==> src/rtl/alu_seq_pkg.sv <==
// alu_seq_pkg: shared opcodes, FSM state encoding and instruction field positions for alu_sequencer
package alu_seq_pkg;
  localparam int DATA_W = 16;
  localparam int REG_N = 16;
  localparam logic [3:0] OP_NOP = 4'd0;
  localparam logic [3:0] OP_ADD = 4'd1;
  localparam logic [3:0] OP_SUB = 4'd2;
  localparam logic [3:0] OP_SHR = 4'd3;
  localparam logic [3:0] OP_SHL = 4'd4;
  localparam logic [3:0] OP_AND = 4'd5;
  localparam logic [3:0] OP_OR  = 4'd6;
  localparam logic [3:0] OP_XOR = 4'd7;
  localparam logic [3:0] OP_NOT = 4'd8;
  localparam logic [3:0] OP_LDI = 4'd9;
  localparam logic [1:0] S_IDLE      = 2'd0;
  localparam logic [1:0] S_OPERAND   = 2'd1;
  localparam logic [1:0] S_EXECUTE   = 2'd2;
  localparam logic [1:0] S_WRITEBACK = 2'd3;
  localparam int OPC_LSB = 12;
  localparam int RD_LSB  = 8;
  localparam int RS1_LSB = 4;
  localparam int RS2_LSB = 0;
  localparam int IMM_W   = 8;
endpackage

==> src/rtl/alu_sequencer_reg_file16.sv <==
// reg_file16: 16x16 register file, two operand read ports, one debug read port, one write port
module reg_file16
  import alu_seq_pkg::*;
(
  input  logic              clk,
  input  logic              rst,
  input  logic              we_i,
  input  logic [3:0]        waddr_i,
  input  logic [DATA_W-1:0] wdata_i,
  input  logic [3:0]        raddr1_i,
  input  logic [3:0]        raddr2_i,
  input  logic [3:0]        dbg_addr_i,
  output logic [DATA_W-1:0] rdata1_o,
  output logic [DATA_W-1:0] rdata2_o,
  output logic [DATA_W-1:0] dbg_data_o
);
  logic [DATA_W-1:0] regs_q [REG_N];
  assign rdata1_o = regs_q[raddr1_i];
  assign rdata2_o = regs_q[raddr2_i];
  assign dbg_data_o = regs_q[dbg_addr_i];
  // Clear every register on reset, otherwise take the single write port
  always_ff @(posedge clk) begin
    if (rst) begin
      for (int i = 0; i < REG_N; i++) regs_q[i] <= '0;
    end else if (we_i) begin
      regs_q[waddr_i] <= wdata_i;
    end
  end
endmodule

==> src/rtl/alu_sequencer.sv <==
// alu_sequencer: 4-cycle instruction sequencer driving ALU strobes/buses; ALU_SEQ_FLAGS_EN adds flag_z/flag_n
module alu_sequencer
  import alu_seq_pkg::*;
(
  input  logic        clk,
  input  logic        rst,
  input  logic        instr_valid,
  output logic        instr_ready,
  input  logic [15:0] instr,
  output logic        passthrough,
  output logic        add,
  output logic        sub,
  output logic        shr,
  output logic        shl,
  output logic        band,
  output logic        bor,
  output logic        bxor,
  output logic        bnegate,
  output logic [15:0] bus1,
  output logic [15:0] bus2,
  input  logic [15:0] bus3,
  output logic        result_valid,
  output logic [3:0]  result_rd,
  output logic [15:0] result_data,
  output logic        illegal,
  input  logic [3:0]  dbg_addr,
  output logic [15:0] dbg_data
`ifdef ALU_SEQ_FLAGS_EN
  ,
  output logic        flag_z,
  output logic        flag_n
`endif
);
  logic [1:0]        state_q, state_d;
  logic [15:0]       instr_q;
  logic [DATA_W-1:0] op1_q, op2_q, res_q, rd1, rd2, opnd1, opnd2;
  logic [3:0]        opc, rd, rs1, rs2;
  logic              opd, exe, wb, alu_op, is_ldi, wr_en;
  // Decode the latched instruction and the current FSM phase
  always_comb begin
    opc = instr_q[OPC_LSB +: 4];
    rd = instr_q[RD_LSB +: 4];
    rs1 = instr_q[RS1_LSB +: 4];
    rs2 = instr_q[RS2_LSB +: 4];
    opd = state_q == S_OPERAND;
    exe = state_q == S_EXECUTE;
    wb = state_q == S_WRITEBACK;
    alu_op = opc != OP_NOP && opc <= OP_NOT;
    is_ldi = opc == OP_LDI;
    wr_en = wb && (alu_op || is_ldi);
    opnd1 = alu_op ? rd1 : '0;
    opnd2 = alu_op && opc != OP_NOT ? rd2 : '0;
  end
  // Fixed four-phase walk; only IDLE waits for a new instruction
  always_comb begin
    state_d = state_q == S_IDLE ? (instr_valid ? S_OPERAND : S_IDLE) :
              state_q == S_OPERAND ? S_EXECUTE :
              state_q == S_EXECUTE ? S_WRITEBACK : S_IDLE;
  end
  // Drive the ALU interface: buses live in OPERAND/EXECUTE, one strobe in EXECUTE only
  always_comb begin
    instr_ready = state_q == S_IDLE;
    bus1 = opd ? opnd1 : exe ? op1_q : '0;
    bus2 = opd ? opnd2 : exe ? op2_q : '0;
    passthrough = 1'b0;
    add = exe && opc == OP_ADD;
    sub = exe && opc == OP_SUB;
    shr = exe && opc == OP_SHR;
    shl = exe && opc == OP_SHL;
    band = exe && opc == OP_AND;
    bor = exe && opc == OP_OR;
    bxor = exe && opc == OP_XOR;
    bnegate = exe && opc == OP_NOT;
    result_valid = wr_en;
    result_rd = wr_en ? rd : '0;
    result_data = wr_en ? res_q : '0;
    illegal = wb && opc > OP_LDI;
  end
  // Sequencer state: instruction latch, held operands and captured result
  always_ff @(posedge clk) begin
    if (rst) begin
      state_q <= S_IDLE;
      instr_q <= '0;
      op1_q <= '0;
      op2_q <= '0;
      res_q <= '0;
    end else begin
      state_q <= state_d;
      if (instr_ready && instr_valid) instr_q <= instr;
      if (opd) begin
        op1_q <= opnd1;
        op2_q <= opnd2;
      end
      if (exe) res_q <= is_ldi ? {{(DATA_W-IMM_W){1'b0}}, instr_q[IMM_W-1:0]} : bus3;
    end
  end
`ifdef ALU_SEQ_FLAGS_EN
  // Status flags follow every written result; NOP and illegal opcodes leave them alone
  always_ff @(posedge clk) begin
    if (rst) begin
      flag_z <= 1'b0;
      flag_n <= 1'b0;
    end else if (wr_en) begin
      flag_z <= res_q == '0;
      flag_n <= res_q[DATA_W-1];
    end
  end
`endif
  reg_file16 u_rf (
    .clk        (clk),
    .rst        (rst),
    .we_i       (wr_en),
    .waddr_i    (rd),
    .wdata_i    (res_q),
    .raddr1_i   (rs1),
    .raddr2_i   (rs2),
    .dbg_addr_i (dbg_addr),
    .rdata1_o   (rd1),
    .rdata2_o   (rd2),
    .dbg_data_o (dbg_data)
  );
endmodule

==> config.mk <==
export PLATFORM = sky130hd
export DESIGN_NAME = alu_sequencer
export DESIGN_NICKNAME = d
export VERILOG_FILES = /design/src/rtl/alu_seq_pkg.sv /design/src/rtl/alu_sequencer_reg_file16.sv /design/src/rtl/alu_sequencer.sv
export SDC_FILE = /design/constraint.sdc
export NUM_CORES = 1
export LEC_CHECK = 0
export CORE_MARGIN = 8
export CORE_UTILIZATION = 60
export CTS_BUF_LIST = sky130_fd_sc_hd__clkbuf_8
export DETAILED_ROUTE_END_ITERATION = 16
export DONT_BUFFER_PORTS = 1
export GPL_TIMING_DRIVEN = 0
export MAX_ROUTING_LAYER = met4
export PLACE_DENSITY = 0.85
export SKIP_LAST_GASP = 1
export SYNTH_ARGS = -nofsm -noshare
export SYNTH_HDL_FRONTEND = slang
export SYNTH_SLANG_ARGS = --single-unit
==> constraint.sdc <==
create_clock -name clk -period 3.35 [get_ports clk]
set_input_delay 0.8375 -clock clk [delete_from_list [all_inputs] [get_ports clk]]
set_output_delay 0.8375 -clock clk [all_outputs]
set_load 0.02 [all_outputs]
==> results of run 1 <==
==> power by group through the flow <==
stage / Sequential (W) / Combinational (W) / Clock [W]
finish: 0.00468 / 0.00148 / 0.00382
global route: 0.00468 / 0.00151 / 0.00394
CTS: 0.00466 / 0.00138 / 0.00376
detailed placement: 0.00474 / 0.00121 / 0
global placement: 0.00475 / 0.00114 / 0
floorplan: 0.00469 / 0.000833 / 0
==> per-layer routing <==
metal / global-route usage / up-vias / wire length (um) / share of wire
met5: - / - / 0 / 0
met4: 0.239 / 0 / 5140 / 0.074
met3: 0.160 / 407 / 12200 / 0.18
met2: 0.536 / 1637 / 30000 / 0.43
met1: 0.457 / 6927 / 22000 / 0.32
li1: - / 5411 / - / -
==> worst paths after layout <==
check                           slack, ns             endpoint        start  depth (start not counted)
worst min register to register       0.46            op2_q[12]    op2_q[12]                          1
worst max-delay path                -0.09             bus1[13]         flop                          5
worst max register to register       0.05  u_rf.regs_q[11][13]  instr_q[14]                          6
worst min-delay path                 0.37          instr_q[10]    instr[10]                          2
==> metrics by stage <==
stage	setup WS, ns	hold WS (ns)	power (W)
2_1_floorplan	0.159	0.426	0.00552
3_3_place_gp	-1.18	0.432	0.00589
3_5_place_dp	-0.595	0.439	0.00596
4_1_cts	-0.0585	0.352	0.00980
5_1_grt	-0.0587	0.360	0.0101
6_report	-0.0892	0.366	0.00998
==> state kept, by name, indices dropped and copies added, names as in the netlist, named ones only <==
register and count:
u_rf.regs_q 256, instr_q 16, op1_q 16, op2_q 16, res_q 16, state_q 2
==> cells by family after synthesis <==
family | count (synthesis) | share of synthesized area
AOI/OAI and AO/OA | 146 | 0.0521
adders and majority gates | 4 | 0.00267
buffers and inverters | 128 | 0.0315
DFF | 330 | 0.489
muxes | 279 | 0.288
other | 1 | 0.000200
and+or+nand+nor | 460 | 0.137
==> cells in the mapped netlist, types with 8 or more instances <==
master / instances
and2_1: 279
edfxtp_1: 256
mux4_2: 207
nand2_1: 87
dfxtp_1: 74
clkbuf_1: 69
mux2i_1: 56
a21oi_1: 35
nor2_1: 35
o21ai_0: 24
buf_2: 22
o221ai_1: 22
mux2_2: 16
a21o_1: 14
buf_1: 14
buf_4: 14
o22ai_1: 14
nand3_1: 13
nor2b_1: 12
a22oi_1: 9
a211oi_1: 8
a2bb2oi_1: 8
o2bb2ai_1: 8
==> final cells by class <==
type	count	area, sq um	area share
Antenna cell	1	2.50	0.000113
Buffer	120	868	0.0394
Clock buffer	69	950	0.0431
Clock inverter	33	214	0.00970
Inverter	5	20.0	0.000908
Multi-Input combinational cell	890	9940	0.451
Sequential cell	330	9170	0.416
Tap cell	396	495	0.0225
Timing Repair Buffer	26	394	0.0179
==> timing repair <==
| action | 4_1_cts | 5_1_grt |
|---|---|---|
| pin swaps | 5 | 14 |
| hold endpoints to repair | 0 | 0 |
| cloned | 2 | 0 |
| gates resized for setup | 230 | 48 |
| setup buffers | 2 | 6 |
| setup endpoints to repair | 65 | 53 |
==> metrics.md, run 1 <==
| Metric | Value |
|---|---|
| Outcome | finished with violations |
| Failing checks | setup timing |
| Power share of the clock group | 0.382 |
| WP data arrival | 2.60 ns |
| Die area | 37200 sq um |
| Hold-fix buffers at CTS | 0 |
| Area post-placement | 19600 sq um |
| First drt pass iteration count | 8 |
| DRT Wirelength | 69.4 mm |
| Syn Nets | 1391 |
| Sw Share | 0.272 |
| Buffers & Inverters on Critical Path | 2 |
| Initial Util | 0.612 |
| CP max-delay cell | clkbuf_4 |
| GPL Wtd Cong | 0.993 |
| Final Core Density | 0.719 |
| Share of post-route cells with drive strength above 1 | 0.349 |
| Setup-failing EPs final | 3 |
| Total GRT Usage | 0.383 |
| Int Power | 0.00726 W |
| Post-route insts no fill | 1870 |
| Min cycle time layout | 3.44 ns |
| Max Fclk | 0.291 GHz |
| Crit-path max cell delay | 0.50 ns |
| Clock skew | 0.0351 ns |
| Most frequent cells in the layout | and2_1 (277), edfxtp_1 (256), mux4_2 (207), nand2_1 (78), dfxtp_1 (72) |
| Share of the synthesized area in the top cell type | 0.410 |
| Inserted Clock Buffers | 55 |
| Clk sinks | 330 |
| Clock slew seen by the registers of the worst setup and hold paths | 0.06 ns |
| Die X | 193 um |
| CTS tree | yes |
| Vias | 14382 |
| Drt drc | 0 |
| Vias/cell | 7.69 |
| Root buffer cell | clkbuf_8 |
| Fin crit share | 1.03 |
| Syn-to-layout area delta | 17.5% |
| Fin. Hold Viols | 0 |
| Ys flop type | edfxtp_1 |
| CP top delay family | buffers and inverters |
| Placed Cells | 1760 |
| Worst slew pin tran | 1.02 ns |
| Setup TNS | -0.208 ns |
| Synthesized area | 18800 sq um |
| Area contributors post-synth | edfxtp_1 (41%), mux4_2 (25%), and2_1 (9.3%) |
| Largest net degree at the start of global routing | 14 |
| Detailed placement HPWL | 46.9 mm |
| Maximum vdd drop | 0.000480 V |
| PwrDens | 452 nW/um^2 |
| Crit-path cells | buf_1 > clkbuf_4 > mux2_2 > a22oi_2 > nand2_2 |
| Vias in the first global route | 14580 |
| Max-slew violations | 0 |
| Mapped Cells | 1348 |
| Fin nets | 1471 |
| GR Overflow Total | 0 |
| Worst setup SP type | flop |
| Sequential share of power | 0.469 |
| Finished Cell Area | 22100 sq um |
| RSZ-0062 raised after global routing | yes |
| Combinational share of power | 0.148 |
| Post-synthesis async set-or-reset flop share | 0 |
| CP max FO | 10 |
| Number of flops mapped to enable cells by yosys | 256 |
| Distinct cell type count of the synthesized netlist | 45 |
| FILL cells | 1838 |
| H-tree depth | 2 |
| Commonest non-fill, non-tap cell in the layout | and2_1 |
| Net Switching | 0.00271 W |
| Crit path kind | flop to primary output |
| Worst skew pair latency | 0.62 ns |
| Rel. slew slack | 0.315 |
| Longest Clk Path Bufs | 3 |
| Setup ws final | -0.0892 ns |
| Yosys warnings | 0 |
| DRT antenna net count | 0 |
| Initial DRC count | 2827 |
| # IOs | 119 |
| Wire per inst | 37.1 um |
| Core region area | 30700 sq um |
| Worst hold path class | input port to flop |
| Count of state elements after synthesis | 330 |
| Leak pwr | 7.65 nW |
| Maxcap violations | 0 |
| Die height | 193 um |
| Crit end category | primary output |
| PortBufs | 0 |
| Sequential area share after synthesis | 0.489 |
| Rows | 64 |
| Global-route wire length before repair | 98.0 mm |
| Initial antenna violation count | 1 |
| Syn avg cell area | 13.9 sq um |
| CP required | 2.51 ns |
| Synth area leader | edfxtp_1 |
No activity file was read; power rests on OpenSTA's default activity.
==> run 2, diff against run 1 <==
DONT_BUFFER_PORTS = default   (was 1)
PLACE_DENSITY = 0.9   (was 0.85)
==> run 2 against run 1 <==
Effect of this change:
- the run still ends with setup timing left
- cell count grew 8.1%
- combinational power rose by 18%
- clock-buffer cell count decreased by 5
- power down 0.62%
- global-route usage grew 3.8 points
- utilization grew 4.6 points
- non-clock buffer count rose by 153
- clock skew increased by 0.0038 ns
- flip-flop and latch count stayed put
- die area unchanged
==> metrics.md, run 2 (synthesized netlist as in run 1, its figures left out) <==
| Metric | Value |
|---|---|
| Outcome | finished with violations (unchanged) |
| Failing checks | setup timing (unchanged) |
| Clock slew seen by the registers of the worst setup and hold paths | 0.06 ns (about the same) |
| DRT antenna net count | 0 (unchanged) |
| CP top delay family | simple AND/OR/NAND/NOR gates (was buffers and inverters) |
| Die X | 193 um (unchanged) |
| Largest net degree at the start of global routing | 14 (unchanged) |
| Worst skew pair latency | 0.62 ns (about the same) |
| Final Core Density | 0.765 (was 0.719) |
| Max-slew violations | 0 (unchanged) |
| Power share of the clock group | 0.351 (was 0.382) |
| End of the worst register-to-register path | u_rf.regs_q[11][6] (was u_rf.regs_q[11][13]) |
| CP max FO | 10 (unchanged) |
| CP required | 2.51 ns (about the same) |
| PortBufs | 113 (was 0) |
| Sw Share | 0.287 (was 0.272) |
| Drt drc | 0 (unchanged) |
| CTS tree | yes (unchanged) |
| Leak pwr | 8.55 nW (was 7.65 nW) |
| Max Fclk | 0.286 GHz (was 0.291 GHz) |
| Grt met1 use | 0.462 (was 0.457) |
| Placed Cells | 1873 (was 1760) |
| Net Switching | 0.00284 W (was 0.00271 W) |
| Most frequent cells in the layout | and2_1 (278), edfxtp_1 (256), mux4_2 (207), nand2_1 (84), clkbuf_8 (73) (was and2_1 (277), edfxtp_1 (256), mux4_2 (207), nand2_1 (78), dfxtp_1 (72)) |
| Inserted Clock Buffers | 53 (was 55) |
| Reg2Reg Setup Slack | -0.14 ns (was 0.05 ns) |
| Buffers & Inverters on Critical Path | 2 (unchanged) |
| Vias | 16230 (was 14382) |
| Rows | 64 (unchanged) |
| Vias/cell | 8.03 (was 7.69) |
| Wire per inst | 39.4 um (was 37.1 um) |
| Global-route wire length before repair | 107 mm (was 98.0 mm) |
| Initial antenna violation count | 4 (was 1) |
| Hold_sp | op2_q[5] (was instr[10]) |
| DRT Wirelength | 79.6 mm (was 69.4 mm) |
| Storage cell area | 9180 sq um (was 9170 sq um) |
| Hold endpoint | op2_q[5] (was instr_q[10]) |
| Longest Clk Path Bufs | 3 (unchanged) |
| Multi-input logic area | 9590 sq um (was 9940 sq um) |
| GR Overflow Total | 0 (unchanged) |
| CP max-delay cell | dfxtp_1 (was clkbuf_4) |
| Fin crit share | 1.05 (was 1.03) |
| CP Depth | 7 (was 5) |
| Int Power | 0.00707 W (was 0.00726 W) |
| Sequential share of power | 0.473 (was 0.469) |
| Root buffer cell | clkbuf_8 (unchanged) |
| Fin. Hold Viols | 0 (unchanged) |
| Crit path kind | flop to primary output (unchanged) |
| Worst hold path class | flop to flop (was input port to flop) |
| Crit-path cells | ha_4 > nor2b_4 > and2_4 > nand2_2 > buf_8 > o221ai_1 > clkdlybuf4s15_2 (was buf_1 > clkbuf_4 > mux2_2 > a22oi_2 > nand2_2) |
| Detailed placement HPWL | 48.3 mm (was 46.9 mm) |
| GPL Wtd Cong | 1.02 (was 0.993) |
| Routing usage on met2 | 0.580 (was 0.536) |
| Combinational share of power | 0.176 (was 0.148) |
| Worst flop-to-flop path startpoint | instr_q[14] (unchanged) |
| Clk sinks | 330 (unchanged) |
| Post-route insts no fill | 2022 (was 1870) |
| WP data arrival | 2.67 ns (was 2.60 ns) |
| Syn-to-layout area delta | 25.0% (was 17.5%) |
| Crit end category | primary output (unchanged) |
| Rel. slew slack | 0.0839 (was 0.315) |
| Commonest non-fill, non-tap cell in the layout | and2_1 (unchanged) |
| Vias in the first global route | 16180 (was 14580) |
| Clock skew | 0.0389 ns (was 0.0351 ns) |
| GR peak layer | met2 (unchanged) |
| H-tree depth | 2 (unchanged) |
| Core region area | 30700 sq um (unchanged) |
| Die area | 37200 sq um (unchanged) |
| Min cycle time layout | 3.50 ns (was 3.44 ns) |
| Fin nets | 1622 (was 1471) |
| Hold depth | 1 (was 2) |
| Worst setup SP type | flop (unchanged) |
| # IOs | 119 (unchanged) |
| FF-to-FF path depth | 6 (unchanged) |
| Maximum vdd drop | 0.000353 V (was 0.000480 V) |
| First drt pass iteration count | 8 (unchanged) |
| Setup-failing EPs final | 106 (was 3) |
| RSZ-0062 raised after global routing | yes (unchanged) |
| FILL cells | 1599 (was 1838) |
| GRT met3 Usage | 0.217 (was 0.160) |
| Hold-fix buffers at CTS | 0 (unchanged) |
| Worst slew pin tran | 1.37 ns (was 1.02 ns) |
| Initial DRC count | 3300 (was 2827) |
| Share of post-route cells with drive strength above 1 | 0.355 (was 0.349) |
| Total GRT Usage | 0.421 (was 0.383) |
| PwrDens | 422 nW/um^2 (was 452 nW/um^2) |
| Initial Util | 0.612 (unchanged) |
| Crit-path max cell delay | 0.45 ns (was 0.50 ns) |
| Setup ws final | -0.153 ns (was -0.0892 ns) |
| Max FFs per register | 256 (unchanged) |
| Die height | 193 um (unchanged) |
| Top reg by flops | u_rf.regs_q (unchanged) |
| Maxcap violations | 0 (unchanged) |
==> run 2: cell types whose count changed in the layout (fill, tap and decap cells not counted), sizes merged, moves of 3 or more <==
| cell | change |
|---|---|
| buf | +84 |
| dlygate4sd2 | +9 |
| clkdlybuf4s50 | +36 |
| diode | +3 |
| clkinv | -10 |
| clkbuf | +3 |
| clkdlybuf4s15 | +16 |
| inv | +13 |
| bufinv | -3 |
==> run 2: metal layers <==
layer	vias to the layer above	wire length (um)
li1	5728	-
met1	7508	22700
met2	2205	32700
met3	789	15700
met4	0	8420
met5	-	0
==> run 2: timing repair <==
| action | CTS | global route |
|---|---|---|
| setup buffers | 18 | 24 |
| gates cloned | 12 | 3 |
| endpoints found under the setup margin | 77 | 72 |
| gates resized for setup | 524 | 103 |
| pin swaps | 19 | 19 |
==> run 2: cell type report <==
class	count	area share
buffer	119	0.0474
clock buffer	64	0.0375
antenna	4	0.000427
multi-input combinational	890	0.408
tap	396	0.0211
timing repair buffer	180	0.0874
clock inverter	34	0.00576
sequential	330	0.391
inverter	5	0.000853
==> run 2: power groups by stage <==
stage,Sequential (W),Clock [W],Combinational (W)
2_1_floorplan,0.00469,0,0.000833
3_3_place_gp,0.00474,0,0.00125
3_5_place_dp,0.00474,0,0.00133
4_1_cts,0.00466,0.00333,0.00154
5_1_grt,0.00469,0.00355,0.00174
6_report,0.00469,0.00348,0.00174
==> run 2: worst max path at each step <==
stage	start	endpoint	slack (ns)
5_1_grt	state_q[1]	bus2[6]	-0.16
6_report	state_q[0]	bus2[4]	-0.15
3_3_place_gp	rst	u_rf.regs_q[12][10]	-1.76
4_1_cts	state_q[1]	bus2[9]	-0.17
3_5_place_dp	dbg_addr[1]	dbg_data[4]	-1.21
2_1_floorplan	dbg_addr[1]	dbg_data[0]	0.16
==> run 2: metrics by stage <==
| stage | power, W | hold slack (ns) | worst slack [ns] | instance area (sq um) | setup TNS, ns |
|---|---|---|---|---|---|
| detailed placement | 0.00608 | 0.442 | -1.21 | 20800 | -64.18 |
| finish | 0.00991 | 0.457 | -0.153 | 23500 | -7.07 |
| CTS | 0.00953 | 0.456 | -0.166 | 23000 | -1.80 |
| floorplan | 0.00552 | 0.426 | 0.159 | 18800 | 0 |
| global placement | 0.00600 | 0.432 | -1.76 | 20400 | -423.80 |
| global route | 0.00999 | 0.476 | -0.164 | 23500 | -3.80 |
==> run 3, diff against run 2 <==
CTS_BUF_LIST = sky130_fd_sc_hd__clkbuf_4 sky130_fd_sc_hd__clkbuf_8   (was sky130_fd_sc_hd__clkbuf_8)
GPL_TIMING_DRIVEN = default   (was 0)
==> run 3 against run 2 <==
Effect of this change:
- the flow still finishes with violations (setup timing)
- worst hold slack worse by 0.0014 ns
- register-to-register slack better by 0.66 ns
- first-iteration DRC count shrank 24%
- flip-flop and latch count stayed put
- wire length fell by 13%
- power is 5.6% higher
- global-route usage fell by 5.0 points
- critical path depth did not move
- largest power group unchanged
- highest routed layer unchanged
==> metrics.md, run 3 (synthesized netlist as in run 1, its figures left out) <==
| Metric | Value |
|---|---|
| Outcome | finished with violations (unchanged) |
| Failing checks | setup timing (unchanged) |
| Crit-path cells | buf_4 > buf_16 > mux4_2 > mux2_4 > a22oi_2 > nand2_1 > buf_4 (was ha_4 > nor2b_4 > and2_4 > nand2_2 > buf_8 > o221ai_1 > clkdlybuf4s15_2) |
| Hold-fix buffers at CTS | 0 (unchanged) |
| Sequential share of power | 0.449 (was 0.473) |
| H-tree depth | 2 (unchanged) |
| Maximum vdd drop | 0.000321 V (was 0.000353 V) |
| Rows | 64 (unchanged) |
| Wire per inst | 34.9 um (was 39.4 um) |
| Share of post-route cells with drive strength above 1 | 0.382 (was 0.355) |
| GPL Wtd Cong | 0.964 (was 1.02) |
| First drt pass iteration count | 6 (was 8) |
| Setup ws final | -0.0971 ns (was -0.153 ns) |
| Crit-path most repeated cell | buf_4 |
| Worst hold path class | flop to flop (unchanged) |
| CP max FO | 6 (was 10) |
| GR Overflow Total | 0 (unchanged) |
| Syn-to-layout area delta | 23.1% (was 25.0%) |
| Root buffer cell | clkbuf_8 (unchanged) |
| Die height | 193 um (unchanged) |
| Crit-path max cell delay | 0.50 ns (was 0.45 ns) |
| Initial antenna violation count | 3 (was 4) |
| Clk sinks | 330 (unchanged) |
| Die X | 193 um (unchanged) |
| Vias | 14987 (was 16230) |
| Buffers & Inverters on Critical Path | 3 (was 2) |
| CP max-delay cell | mux4_2 (was dfxtp_1) |
| Core region area | 30700 sq um (unchanged) |
| Detailed placement HPWL | 41.0 mm (was 48.3 mm) |
| Setup-failing EPs final | 9 (was 106) |
| Power share of the clock group | 0.409 (was 0.351) |
| PortBufs | 117 (was 113) |
| Vias in the first global route | 15099 (was 16180) |
| Inserted Clock Buffers | 54 (was 53) |
| Worst setup SP type | flop (unchanged) |
| Drt drc | 0 (unchanged) |
| CP required | 2.51 ns (about the same) |
| CP top delay family | multiplexers (was simple AND/OR/NAND/NOR gates) |
| Largest net degree at the start of global routing | 43 (was 14) |
| Clock skew | 0.0344 ns (was 0.0389 ns) |
| Crit end category | primary output (unchanged) |
| Top reg by flops | u_rf.regs_q (unchanged) |
| Vias/cell | 7.59 (was 8.03) |
| RSZ-0062 raised after global routing | yes (unchanged) |
| Leak pwr | 8.45 nW (was 8.55 nW) |
| Min cycle time layout | 3.45 ns (was 3.50 ns) |
| Placed Cells | 1836 (was 1873) |
| FILL cells | 1679 (was 1599) |
| Most frequent cells in the layout | and2_1 (278), edfxtp_1 (256), mux4_2 (207), buf_4 (99), nand2_1 (84) (was and2_1 (278), edfxtp_1 (256), mux4_2 (207), nand2_1 (84), clkbuf_8 (73)) |
| DRT antenna net count | 0 (unchanged) |
| Initial DRC count | 2505 (was 3300) |
| Net Switching | 0.00269 W (was 0.00284 W) |
| Sw Share | 0.257 (was 0.287) |
| Clock slew seen by the registers of the worst setup and hold paths | 0.06 ns (about the same) |
| Worst skew pair latency | 0.62 ns (about the same) |
| Combinational share of power | 0.143 (was 0.176) |
| Int Power | 0.00779 W (was 0.00707 W) |
| WP data arrival | 2.61 ns (was 2.67 ns) |
| Worst slew pin tran | 1.13 ns (was 1.37 ns) |
| Rel. slew slack | 0.245 (was 0.0839) |
| Initial Util | 0.612 (unchanged) |
| Fin nets | 1576 (was 1622) |
| Commonest non-fill, non-tap cell in the layout | and2_1 (unchanged) |
| Crit path kind | flop to primary output (unchanged) |
| # IOs | 119 (unchanged) |
| PwrDens | 453 nW/um^2 (was 422 nW/um^2) |
| Fin crit share | 1.03 (was 1.05) |
| Max Fclk | 0.290 GHz (was 0.286 GHz) |
| Longest Clk Path Bufs | 3 (unchanged) |
| Fin. Hold Viols | 0 (unchanged) |
| Total GRT Usage | 0.371 (was 0.421) |
| Hold slack | 0.455 ns (was 0.457 ns) |
| CTS tree | yes (unchanged) |
| DRT Wirelength | 69.0 mm (was 79.6 mm) |
| Maxcap violations | 0 (unchanged) |
| Max-slew violations | 0 (unchanged) |
| Global-route wire length before repair | 97.2 mm (was 107 mm) |
| Die area | 37200 sq um (unchanged) |
| Max FFs per register | 256 (unchanged) |
| Post-route insts no fill | 1975 (was 2022) |
-- run 3: changes by cell type in the layout (fill, tap and decap cells not counted), moves of 10 or more --
cell,change
buf_16,-10
clkbuf_1,-46
buf_8,-12
inv_1,-23
buf_6,-18
buf_4,+59
-- run 3: area by class of cell --
type                       instances  area, sq um  area share
timing repair buffer             252         2660       0.115
clock buffer                      83         1070      0.0464
clock inverter                    18          238      0.0103
tap                              396          495      0.0214
inverter                           5         18.8    0.000812
sequential                       330         9180       0.397
multi-input combinational        890         9440       0.409
antenna                            1         2.50    0.000108
-- run 3: power by group through the flow --
stage	clock, W	combinational [W]	sequential (W)
6_report	0.00428	0.00149	0.00470
3_5_place_dp	0	0.00126	0.00477
5_1_grt	0.00442	0.00153	0.00470
4_1_cts	0.00421	0.00137	0.00468
2_1_floorplan	0	0.000833	0.00469
3_3_place_gp	0	0.00123	0.00475
-- run 3: final timing paths --
kind / from / endpoint / slack [ns] / cells after the start
max: flop / bus1[15] / -0.1 / 7
min: op2_q[11] / op2_q[11] / 0.46 / 1
max reg2reg: instr_q[14] / u_rf.regs_q[5][6] / 0.52 / 6
min reg2reg: op2_q[11] / op2_q[11] / 0.46 / 1
-- run 3: metrics by stage --
step / setup slack (ns) / util / TNS (ns) / power, W / cell area (sq um)
2_1_floorplan: 0.159 / - / 0 / 0.00552 / 18800
3_3_place_gp: -0.302 / 0.683 / -4.39 / 0.00598 / 21000
3_5_place_dp: -0.338 / 0.683 / -4.77 / 0.00602 / 21000
4_1_cts: -0.108 / 0.743 / -1.12 / 0.0103 / 22800
5_1_grt: -0.161 / 0.754 / -1.21 / 0.0106 / 23100
6_report: -0.0971 / 0.754 / -0.373 / 0.0105 / 23100
-- run 3: routing by layer --
metal,GRT usage,part of all wire,routed length [um]
met5,-,0,0
met4,0.256,0.082,5640
met3,0.122,0.16,11300
met2,0.533,0.44,30600
met1,0.441,0.31,21500
-- run 3: worst register-to-register path, cell delays in order, from the launching register on --
cell and delay, ns:
dfxtp_1 0.35, buf_4 0.18, o21ai_2 0.24, nand4_1 0.39, nor2_1 0.99, buf_4 0.39, and2_1 0.18
-- run 3: repair_timing --
action                                  CTS  global route
resized for setup                       321            83
pin swaps                                 7            12
buffers inserted                         17            14
cloned                                    7             3
endpoints found under the setup margin   71            58
